<file path="src/rtl/tanh_series_if.sv">
// Start/done handshake bundle between the datapath controller and tanh_series_core.
interface tanh_series_if #(
    parameter int X_W   = 17,
    parameter int RES_W = 32
);
    logic                    start;
    logic signed [X_W-1:0]   data_x;
    logic                    busy;
    logic                    done;
    logic signed [RES_W-1:0] result;

    modport master (output start, data_x, input busy, done, result);
    modport slave  (input start, data_x, output busy, done, result);
endinterface

</file>
<file path="src/rtl/tanh_series_core.sv">
// Fixed-point tanh(x) by a truncated Maclaurin series in x^2 (Horner's rule, one shared multiplier).
// Optional build macro TANH_ODD_FOLD_EN: evaluate on |x| and restore the sign, giving exact odd symmetry.
module tanh_series_core #(
    parameter int X_W      = 17,
    parameter int X_FRAC   = 16,
    parameter int RES_W    = 32,
    parameter int RES_FRAC = 30,
    parameter int N_TERMS  = 5
) (
    input  logic          clk,
    input  logic          rst,
    tanh_series_if.slave  bus
);
    localparam int SHIFT = RES_FRAC - X_FRAC;
    localparam logic [2:0] K_INIT = (N_TERMS > 1) ? 3'(N_TERMS - 2) : 3'd0;

    typedef enum logic [1:0] {IDLE, SQR, HORNER, FINAL} state_t;

    // Series coefficient k rounded to nearest (ties away from zero) in Q.RES_FRAC.
    function automatic logic signed [RES_W-1:0] coef_fn(input int idx);
        longint num, den, mag, q;
        case (idx)
            0:       begin num = 1;       den = 1;         end
            1:       begin num = -1;      den = 3;         end
            2:       begin num = 2;       den = 15;        end
            3:       begin num = -17;     den = 315;       end
            4:       begin num = 62;      den = 2835;      end
            5:       begin num = -1382;   den = 155925;    end
            6:       begin num = 21844;   den = 6081075;   end
            default: begin num = -929569; den = 638512875; end
        endcase
        mag = (num < 0) ? -num : num;
        q   = ((mag << (RES_FRAC + 1)) + den) / (2 * den);
        return (num < 0) ? RES_W'(-q) : RES_W'(q);
    endfunction

    localparam logic signed [RES_W-1:0] COEF [8] = '{
        coef_fn(0), coef_fn(1), coef_fn(2), coef_fn(3),
        coef_fn(4), coef_fn(5), coef_fn(6), coef_fn(7)
    };

    // Full-width signed product, floor shift by RES_FRAC, wrap to RES_W.
    function automatic logic signed [RES_W-1:0] mul(input logic signed [RES_W-1:0] a,
                                                     input logic signed [RES_W-1:0] b);
        logic signed [2*RES_W-1:0] ax, bx, p;
        ax = {{RES_W{a[RES_W-1]}}, a};
        bx = {{RES_W{b[RES_W-1]}}, b};
        p  = ax * bx;
        return RES_W'(p >>> RES_FRAC);
    endfunction

    state_t                  r_state, w_state_nxt;
    logic signed [RES_W-1:0] r_x, r_x2, r_acc, r_result;
    logic [2:0]              r_k;
    logic                    r_done;
    logic signed [RES_W-1:0] w_a, w_b, w_prod, w_xext, w_xcap, w_final;

`ifdef TANH_ODD_FOLD_EN
    logic                  r_neg;
    logic signed [X_W-1:0] w_dabs;

    always_comb begin
        w_dabs = bus.data_x;
        if (bus.data_x == {1'b1, {(X_W-1){1'b0}}})
            w_dabs = {1'b0, {(X_W-1){1'b1}}};
        else if (bus.data_x[X_W-1])
            w_dabs = -bus.data_x;
    end
    assign w_xext  = RES_W'(w_dabs);
    assign w_final = r_neg ? -w_prod : w_prod;
`else
    assign w_xext  = RES_W'(bus.data_x);
    assign w_final = w_prod;
`endif

    assign w_xcap = w_xext <<< SHIFT;

    // Operand steering for the single shared multiplier.
    always_comb begin
        w_a = r_x;
        w_b = r_x;
        case (r_state)
            HORNER:  begin w_a = r_acc; w_b = r_x2; end
            FINAL:   begin w_a = r_acc; w_b = r_x;  end
            default: ;
        endcase
    end
    assign w_prod = mul(w_a, w_b);

    always_comb begin
        w_state_nxt = r_state;
        case (r_state)
            IDLE:    if (bus.start) w_state_nxt = SQR;
            SQR:     w_state_nxt = (N_TERMS == 1) ? FINAL : HORNER;
            HORNER:  if (r_k == 3'd0) w_state_nxt = FINAL;
            FINAL:   w_state_nxt = IDLE;
            default: w_state_nxt = IDLE;
        endcase
    end

    always_ff @(posedge clk) begin
        if (rst) begin
            r_state  <= IDLE;
            r_x      <= '0;
            r_x2     <= '0;
            r_acc    <= '0;
            r_k      <= '0;
            r_result <= '0;
            r_done   <= 1'b0;
`ifdef TANH_ODD_FOLD_EN
            r_neg    <= 1'b0;
`endif
        end else begin
            r_state <= w_state_nxt;
            r_done  <= 1'b0;
            case (r_state)
                IDLE: if (bus.start) begin
                    r_x <= w_xcap;
`ifdef TANH_ODD_FOLD_EN
                    r_neg <= bus.data_x[X_W-1];
`endif
                end
                SQR: begin
                    r_x2  <= w_prod;
                    r_acc <= COEF[N_TERMS-1];
                    r_k   <= K_INIT;
                end
                HORNER: begin
                    r_acc <= COEF[r_k] + w_prod;
                    r_k   <= r_k - 3'd1;
                end
                FINAL: begin
                    r_result <= w_final;
                    r_done   <= 1'b1;
                end
                default: ;
            endcase
        end
    end

    assign bus.busy   = (r_state != IDLE);
    assign bus.done   = r_done;
    assign bus.result = r_result;
endmodule

</file>
<file path="src/flat_wrapper.sv">
// flat-port wrapper written by rule: the top's interface ports become plain ports
module tanh_series_core_flat 
#(
    parameter int X_W      = 17,
    parameter int X_FRAC   = 16,
    parameter int RES_W    = 32,
    parameter int RES_FRAC = 30,
    parameter int N_TERMS  = 5
)
  (clk, rst, bus_start, bus_data_x, bus_busy, bus_done, bus_result);
  tanh_series_if #(.X_W(X_W), .RES_W(RES_W)) bus_i ();
  input  logic clk;
  input  logic rst;
  input wire logic [$bits(bus_i.start)-1:0] bus_start;
  input wire logic [$bits(bus_i.data_x)-1:0] bus_data_x;
  output wire logic [$bits(bus_i.busy)-1:0] bus_busy;
  output wire logic [$bits(bus_i.done)-1:0] bus_done;
  output wire logic [$bits(bus_i.result)-1:0] bus_result;
  assign bus_i.start = bus_start;
  assign bus_i.data_x = bus_data_x;
  assign bus_busy = bus_i.busy;
  assign bus_done = bus_i.done;
  assign bus_result = bus_i.result;
  tanh_series_core #(.X_W(X_W), .X_FRAC(X_FRAC), .RES_W(RES_W), .RES_FRAC(RES_FRAC), .N_TERMS(N_TERMS)) u_core (.clk(clk), .rst(rst), .bus(bus_i));
endmodule
</file>
<file path="config.mk">
export PLATFORM = sky130hd
export DESIGN_NAME = tanh_series_core_flat
export DESIGN_NICKNAME = d
export VERILOG_FILES = /design/src/rtl/tanh_series_if.sv /design/src/rtl/tanh_series_core.sv /design/src/flat_wrapper.sv
export SDC_FILE = /design/constraint.sdc
export NUM_CORES = 2
export LEC_CHECK = 0
export ABC_CLOCK_PERIOD_IN_PS = 21800
export BUFFER_PORTS_ARGS = -buffer_cell sky130_fd_sc_hd__buf_2
export CORE_ASPECT_RATIO = 0.6
export CORE_MARGIN = 2
export CORE_UTILIZATION = 43
export CTS_BUF_LIST = sky130_fd_sc_hd__clkbuf_4
export DETAILED_ROUTE_END_ITERATION = 12
export MAX_ROUTING_LAYER = met4
export PLACE_DENSITY = 0.68
export SYNTH_ARGS = -nofsm -noshare
export SYNTH_HDL_FRONTEND = slang
export SYNTH_SLANG_ARGS = --single-unit
</file>
<file path="constraint.sdc">
create_clock -name clk -period 21.8 [get_ports clk]
set_input_delay 4.36 -clock clk [delete_from_list [all_inputs] [get_ports clk]]
set_output_delay 4.36 -clock clk [all_outputs]
set_load 0.005 [all_outputs]
</file>
Word-level counts from Yosys, hierarchy flattened
Memory sizes are Yosys's and may differ from the RTL's.
Index checks and enable logic that the tools add are counted.

word-level totals
  memories = 1
  memory bits (read-only) = 256
  memory bits (writable) = 0
  register bits = 119
  latch bits = 0
  output and inout port bits = 34

operators by class
  multiplexer cells = 10
  equality and inequality tests = 5
  reductions and logical operators = 7
  bitwise operators = 1
  $mul = 1
  order comparisons = 1
  divide/modulo/power cells = 0
  $add $sub $neg = 2
  shift-type cells = 0

memory list
  memory           words  bits a word  rd ports  clocked after memory_dff  wr ports  line                     RTL
  (no name shown)  8      32           1         0                         0         tanh_series_core.sv:129  r_acc <= COEF[r_k] + w_prod;

operator list
  operator               count
  $mux W32               4
  $pmux W32 S2           1
  $mul A32 B32 Y62       1
  $add A32 B32 Y32       1
  $pmux W2 S4            1
  $pmux W3 S2            1
  $eq A2 B2 Y1 const B   2
  $ge A4 B4 Y1 const B   1
  $mux W2                2
  $not A3 Y4             1
  $reduce_and A2 Y1      2
  $reduce_bool A2 Y1     2
  $logic_not A3 Y1       1
  $sub A3 B1 Y3 const B  1
  $eq A2 B1 Y1 const B   1
  $logic_not A2 Y1       1
  $ne A2 B1 Y1 const B   1
  $ne A2 B2 Y1 const B   1
  $reduce_or A2 Y1       1
  $mux W1                1

Longest topological paths before layout
  depth after elaboration = 6
  mapped depth = 49

Worst setup path before layout
OpenSTA, ideal clock, no wires.

  path type = reg2reg
  start point = reg u_core.r_state[0]
  end point = reg u_core.r_acc[28]
  data required time = 21.683 ns
  stages on the path, launching flop included = 40
  library setup time = 0.117 ns
  setup slack = 10.657 ns
  buffers on the path = 5
  arrival = 11.026 ns
  cells stage by stage = dfxtp_1 -> inv_1 -> ha_1 -> buf_1 -> buf_1 -> clkbuf_1 -> clkbuf_1 -> clkbuf_1 -> nand2_1 -> nor2_1 -> fa_1 -> fa_1 -> inv_1 -> fa_1 -> fa_1 -> inv_1 -> fa_1 -> fa_1 -> (+4 left out) -> or4_1 -> a211o_1 -> a21oi_2 -> o2111ai_2 -> and2_2 -> xnor2_1 -> ha_1 -> a2111oi_0 -> a21oi_1 -> a31oi_1 -> o21bai_1 -> a221o_1 -> o2bb2ai_1 -> a311oi_2 -> o21ai_1 -> a31oi_1 -> xnor2_1 -> a22o_1

between the ends
  word-level cells in the longest chain between the ends = 6

RTL lines
  item                         line                     RTL
  from (decl)                  tanh_series_core.sv:52   state_t r_state, w_state_nxt;
  from (signal assigned)       tanh_series_core.sv:114  r_state <= w_state_nxt;
  $eq A2 B2 Y1                 tanh_series_core.sv:82   case (r_state)
  $reduce_or A2 Y1 (no line)   n/a
  $mux W32                     tanh_series_core.sv:82
  $mul A32 B32 Y62 *           tanh_series_core.sv:48   p = ax * bx;
  named net u_core.w_final[9]  tanh_series_core.sv:56   logic signed [RES_W-1:0] w_a, w_b, w_prod, w_xext, w_xcap, w_final;
  $add A32 B32 Y32 *           tanh_series_core.sv:129
  $pmux W32 S2 *               tanh_series_core.sv:116  case (r_state)
  to (signal assigned)         tanh_series_core.sv:125  r_acc <= COEF[N_TERMS-1];
  to (signal assigned)         tanh_series_core.sv:129
  to (decl)                    tanh_series_core.sv:53   logic signed [RES_W-1:0] r_x, r_x2, r_acc, r_result;

The timed path passes the listed nets; every way through them passes the cells marked *.
A chain may end at the register's enable or synchronous reset.

Final worst setup path
Same ends and word-level chain as after synthesis.

==> results.tsv <==
metric	value	unit
status	finished, final reports clean	
synth_top_cell_by_area	fa_1	
layout_worst_path_cycle_share	64.14	%
ir_drop	78.18	uV
startpoint	u_core.r_state[0]$_SDFFE_PP0P_	
cts_setup_buffers	0	
clk_latency	0.56	ns
die_w	400.5	microns
post_dp_cell_area	42350	sq um
dr.pass1.iters	6	
r2r_end	u_core.r_acc[28]$_SDFFE_PP0P_	
syn_to_final_growth	5.154	%
wl_per_cell	24.25	microns
timing.rr.start	u_core.r_state[0]$_SDFFE_PP0P_	
io_buffers	53	
yosys_warnings	0	
fin_worst_skew	0.04127	ns
cp_slowest_stage_delay	0.84	ns
synth_area	40570	sq um
cp-endpoint	u_core.r_acc[28]$_SDFFE_PP0P_	
core.rowCount	87	
clkTransAtPathRegs	0.15	ns
rr_worst_depth	36	
seq_area_frac_synth	5.873	%
fin_util	45.51	%
powerDensity	81.74	nW/um^2
cts_buffers	17	
h-tree-depth	4	
grt_pass1_wl	210300	microns
cp_common_cell	fa_1	
clockRootBuffer	clkbuf_4	
grt-ovfl-total	0	
ys_types	75	
cts_sinks	119	
die_h	241.9	microns
route.antenna.remaining_nets	0	
vias	31500	
synth_top_area_share	52.41	%
via_per_inst	5.499	
drv_cap	0	
fill_cells	9037	
grt_setup_unrepaired	false	
finalSetupViolCount	0	
r2r_slack	7.82	ns
dieArea	96890	sq um
grt_pass1_vias	32190	
ys_async_sr_fraction	0	%
synth_cells	4509	
core	93720	sq um
hold_viol	0	
cts_buffer_depth	2	
ctsResizeCount	0	
nets	5765	
yosys-top-cells-area	fa_1 52%, inv_1 9.0%, ha_1 6.8%	
relSlewSlack	19.48	%
syn_nets	5811	
worstSetupEndpointType	register	
avgSynthCellArea	8.996	sq um
drt-total-wl	138900	microns
setup_ws	7.817	ns
crit_path_max_fanout	75	
antenna_found_initial	4	
gp_congestion	1.047	
cp.arrival	14.42	ns
yosys-top-cells-count	1062 x fa_1, 972 x inv_1, 731 x nand2_1	
period_needed	13.98	ns
cp_num_buf_inv	3	
drive_gt1_share	5.340	%
first_iter_violations	3975	
synth_edf_count	0	
num_io_pins	54	
cp.depth	36	
dp_hpwl	115600	microns
slowest_stage	nand2_1	
hold_class	register to register	
power.leakage	20.58	nW
ys.flop_type	dfxtp_1	
worst_setup_path_start_kind	register	
dp_slack	8.184	ns
grt_max_degree	93	
worstPathRequired	22.24	ns
worstSetupPathType	register to register	
cts_tree	done	
setup_tns	0	ns
tightest_slew	1.174	ns
yosysMostFrequentCell	fa_1	
ys_seq_elements	119	
final_cell_area	42660	sq um
drc	0	
holdBufCountCts	0	
fmax	71.52	MHz
maxSlewViolCount	0	
start_util	43.28	%
grt_usage	30.06	%
path_delay_family	adder cells	
[cell usage in the layout, fill, tap and decap left out, types with 17 or more instances in the layout]
master    count
buf_2        52
mux2i_1      86
nor2_1      497
a21oi_1      95
nand3_1      17
mux2_2       17
buf_4        99
xor2_1       17
fa_1       1062
xnor2_1      59
o21ai_0      32
dfxtp_1     119
nand2_1     731
a211oi_1     18
and2_1       38
and3_1      106
a21o_1       20
inv_1       972
clkbuf_4     17
ha_1        217
[logic make-up (layout without fill, tap and decap cells)]
group / count (synthesis) / after routing / share of synthesized area [%]
xor+xnor: 76 / 76 / 1.641
buf+inv: 1190 / 1157 / 11.11
compound gates: 280 / 280 / 4.596
mux: 112 / 112 / 2.816
other cells: 0 / 5 / 0
fa+ha+maj: 1282 / 1282 / 59.20
flops: 119 / 119 / 5.873
simple gates: 1450 / 1450 / 14.77
[worst min-delay path by stage]
| stage | start | endpoint | cells after the start |
|---|---|---|---|
| 5_1_grt | u_core.r_acc[4]$_SDFFE_PP0P_ | u_core.r_acc[4]$_SDFFE_PP0P_ | 2 |
| 6_report | u_core.r_acc[4]$_SDFFE_PP0P_ | u_core.r_acc[4]$_SDFFE_PP0P_ | 2 |
| 3_3_place_gp | u_core.r_acc[4]$_SDFFE_PP0P_ | u_core.r_acc[4]$_SDFFE_PP0P_ | 2 |
| 4_1_cts | u_core.r_acc[4]$_SDFFE_PP0P_ | u_core.r_acc[4]$_SDFFE_PP0P_ | 2 |
| 3_5_place_dp | u_core.r_acc[4]$_SDFFE_PP0P_ | u_core.r_acc[4]$_SDFFE_PP0P_ | 2 |
| 2_1_floorplan | u_core.r_acc[29]$_SDFFE_PP0P_ | u_core.r_acc[29]$_SDFFE_PP0P_ | 2 |
[report_power, final]
part,switching (mW),leakage [nW],internal (mW),total (mW)
clock network,0.109,0.146,0.0706,0.179
registers,0.0987,0.968,0.270,0.368
logic,1.98,19.5,0.961,2.94
[per-layer routing]
metal | GRT usage, % | vias up | part of all wire, %
met5 | - | - | 0
met4 | 4.802 | 0 | 1.7
met3 | 15.07 | 170 | 19
met2 | 35.46 | 2204 | 36
met1 | 45.20 | 15890 | 44
li1 | - | 13230 | -
[cell type report]
cell class                      count  area (sq um)  share of cell area, %
Timing Repair Buffer              151          1003                  2.352
Tap cell                         1246          1559                  3.655
Clock buffer                       17         127.6                 0.2992
Antenna cell                        5         12.51                0.02933
Sequential cell                   119          2382                  5.585
Inverter                          974          3659                  8.577
Multi-Input combinational cell   3200         33750                  79.11
Clock inverter                     15         166.4                 0.3901
[stage by stage]
step / cells / power [mW] / hold WS [ns]
global route: 5725 / 3.681 / 0.5174
finish: 5727 / 3.487 / 0.4787
CTS: 5722 / 3.365 / 0.4781
global placement: 5690 / 3.148 / 0.4506
detailed placement: 5690 / 3.156 / 0.4592
floorplan: 4509 / 2.075 / 0.4531
[tightest hold or removal path, cell delays in order (launching register included)]
cell and delay, ns:
dfxtp_1 0.34, nand2_1 0.06, a21oi_1 0.05
[registers in the layout (all words and copies together), names as in the netlist]
signal / cells
u_core.r_x: 17
u_core.bus.result: 32
u_core.r_x2: 32
u_core.r_acc: 32
u_core.r_state: 2
u_core.r_k: 3
u_core.bus.done: 1
Power figures use the tool's default switching activity.
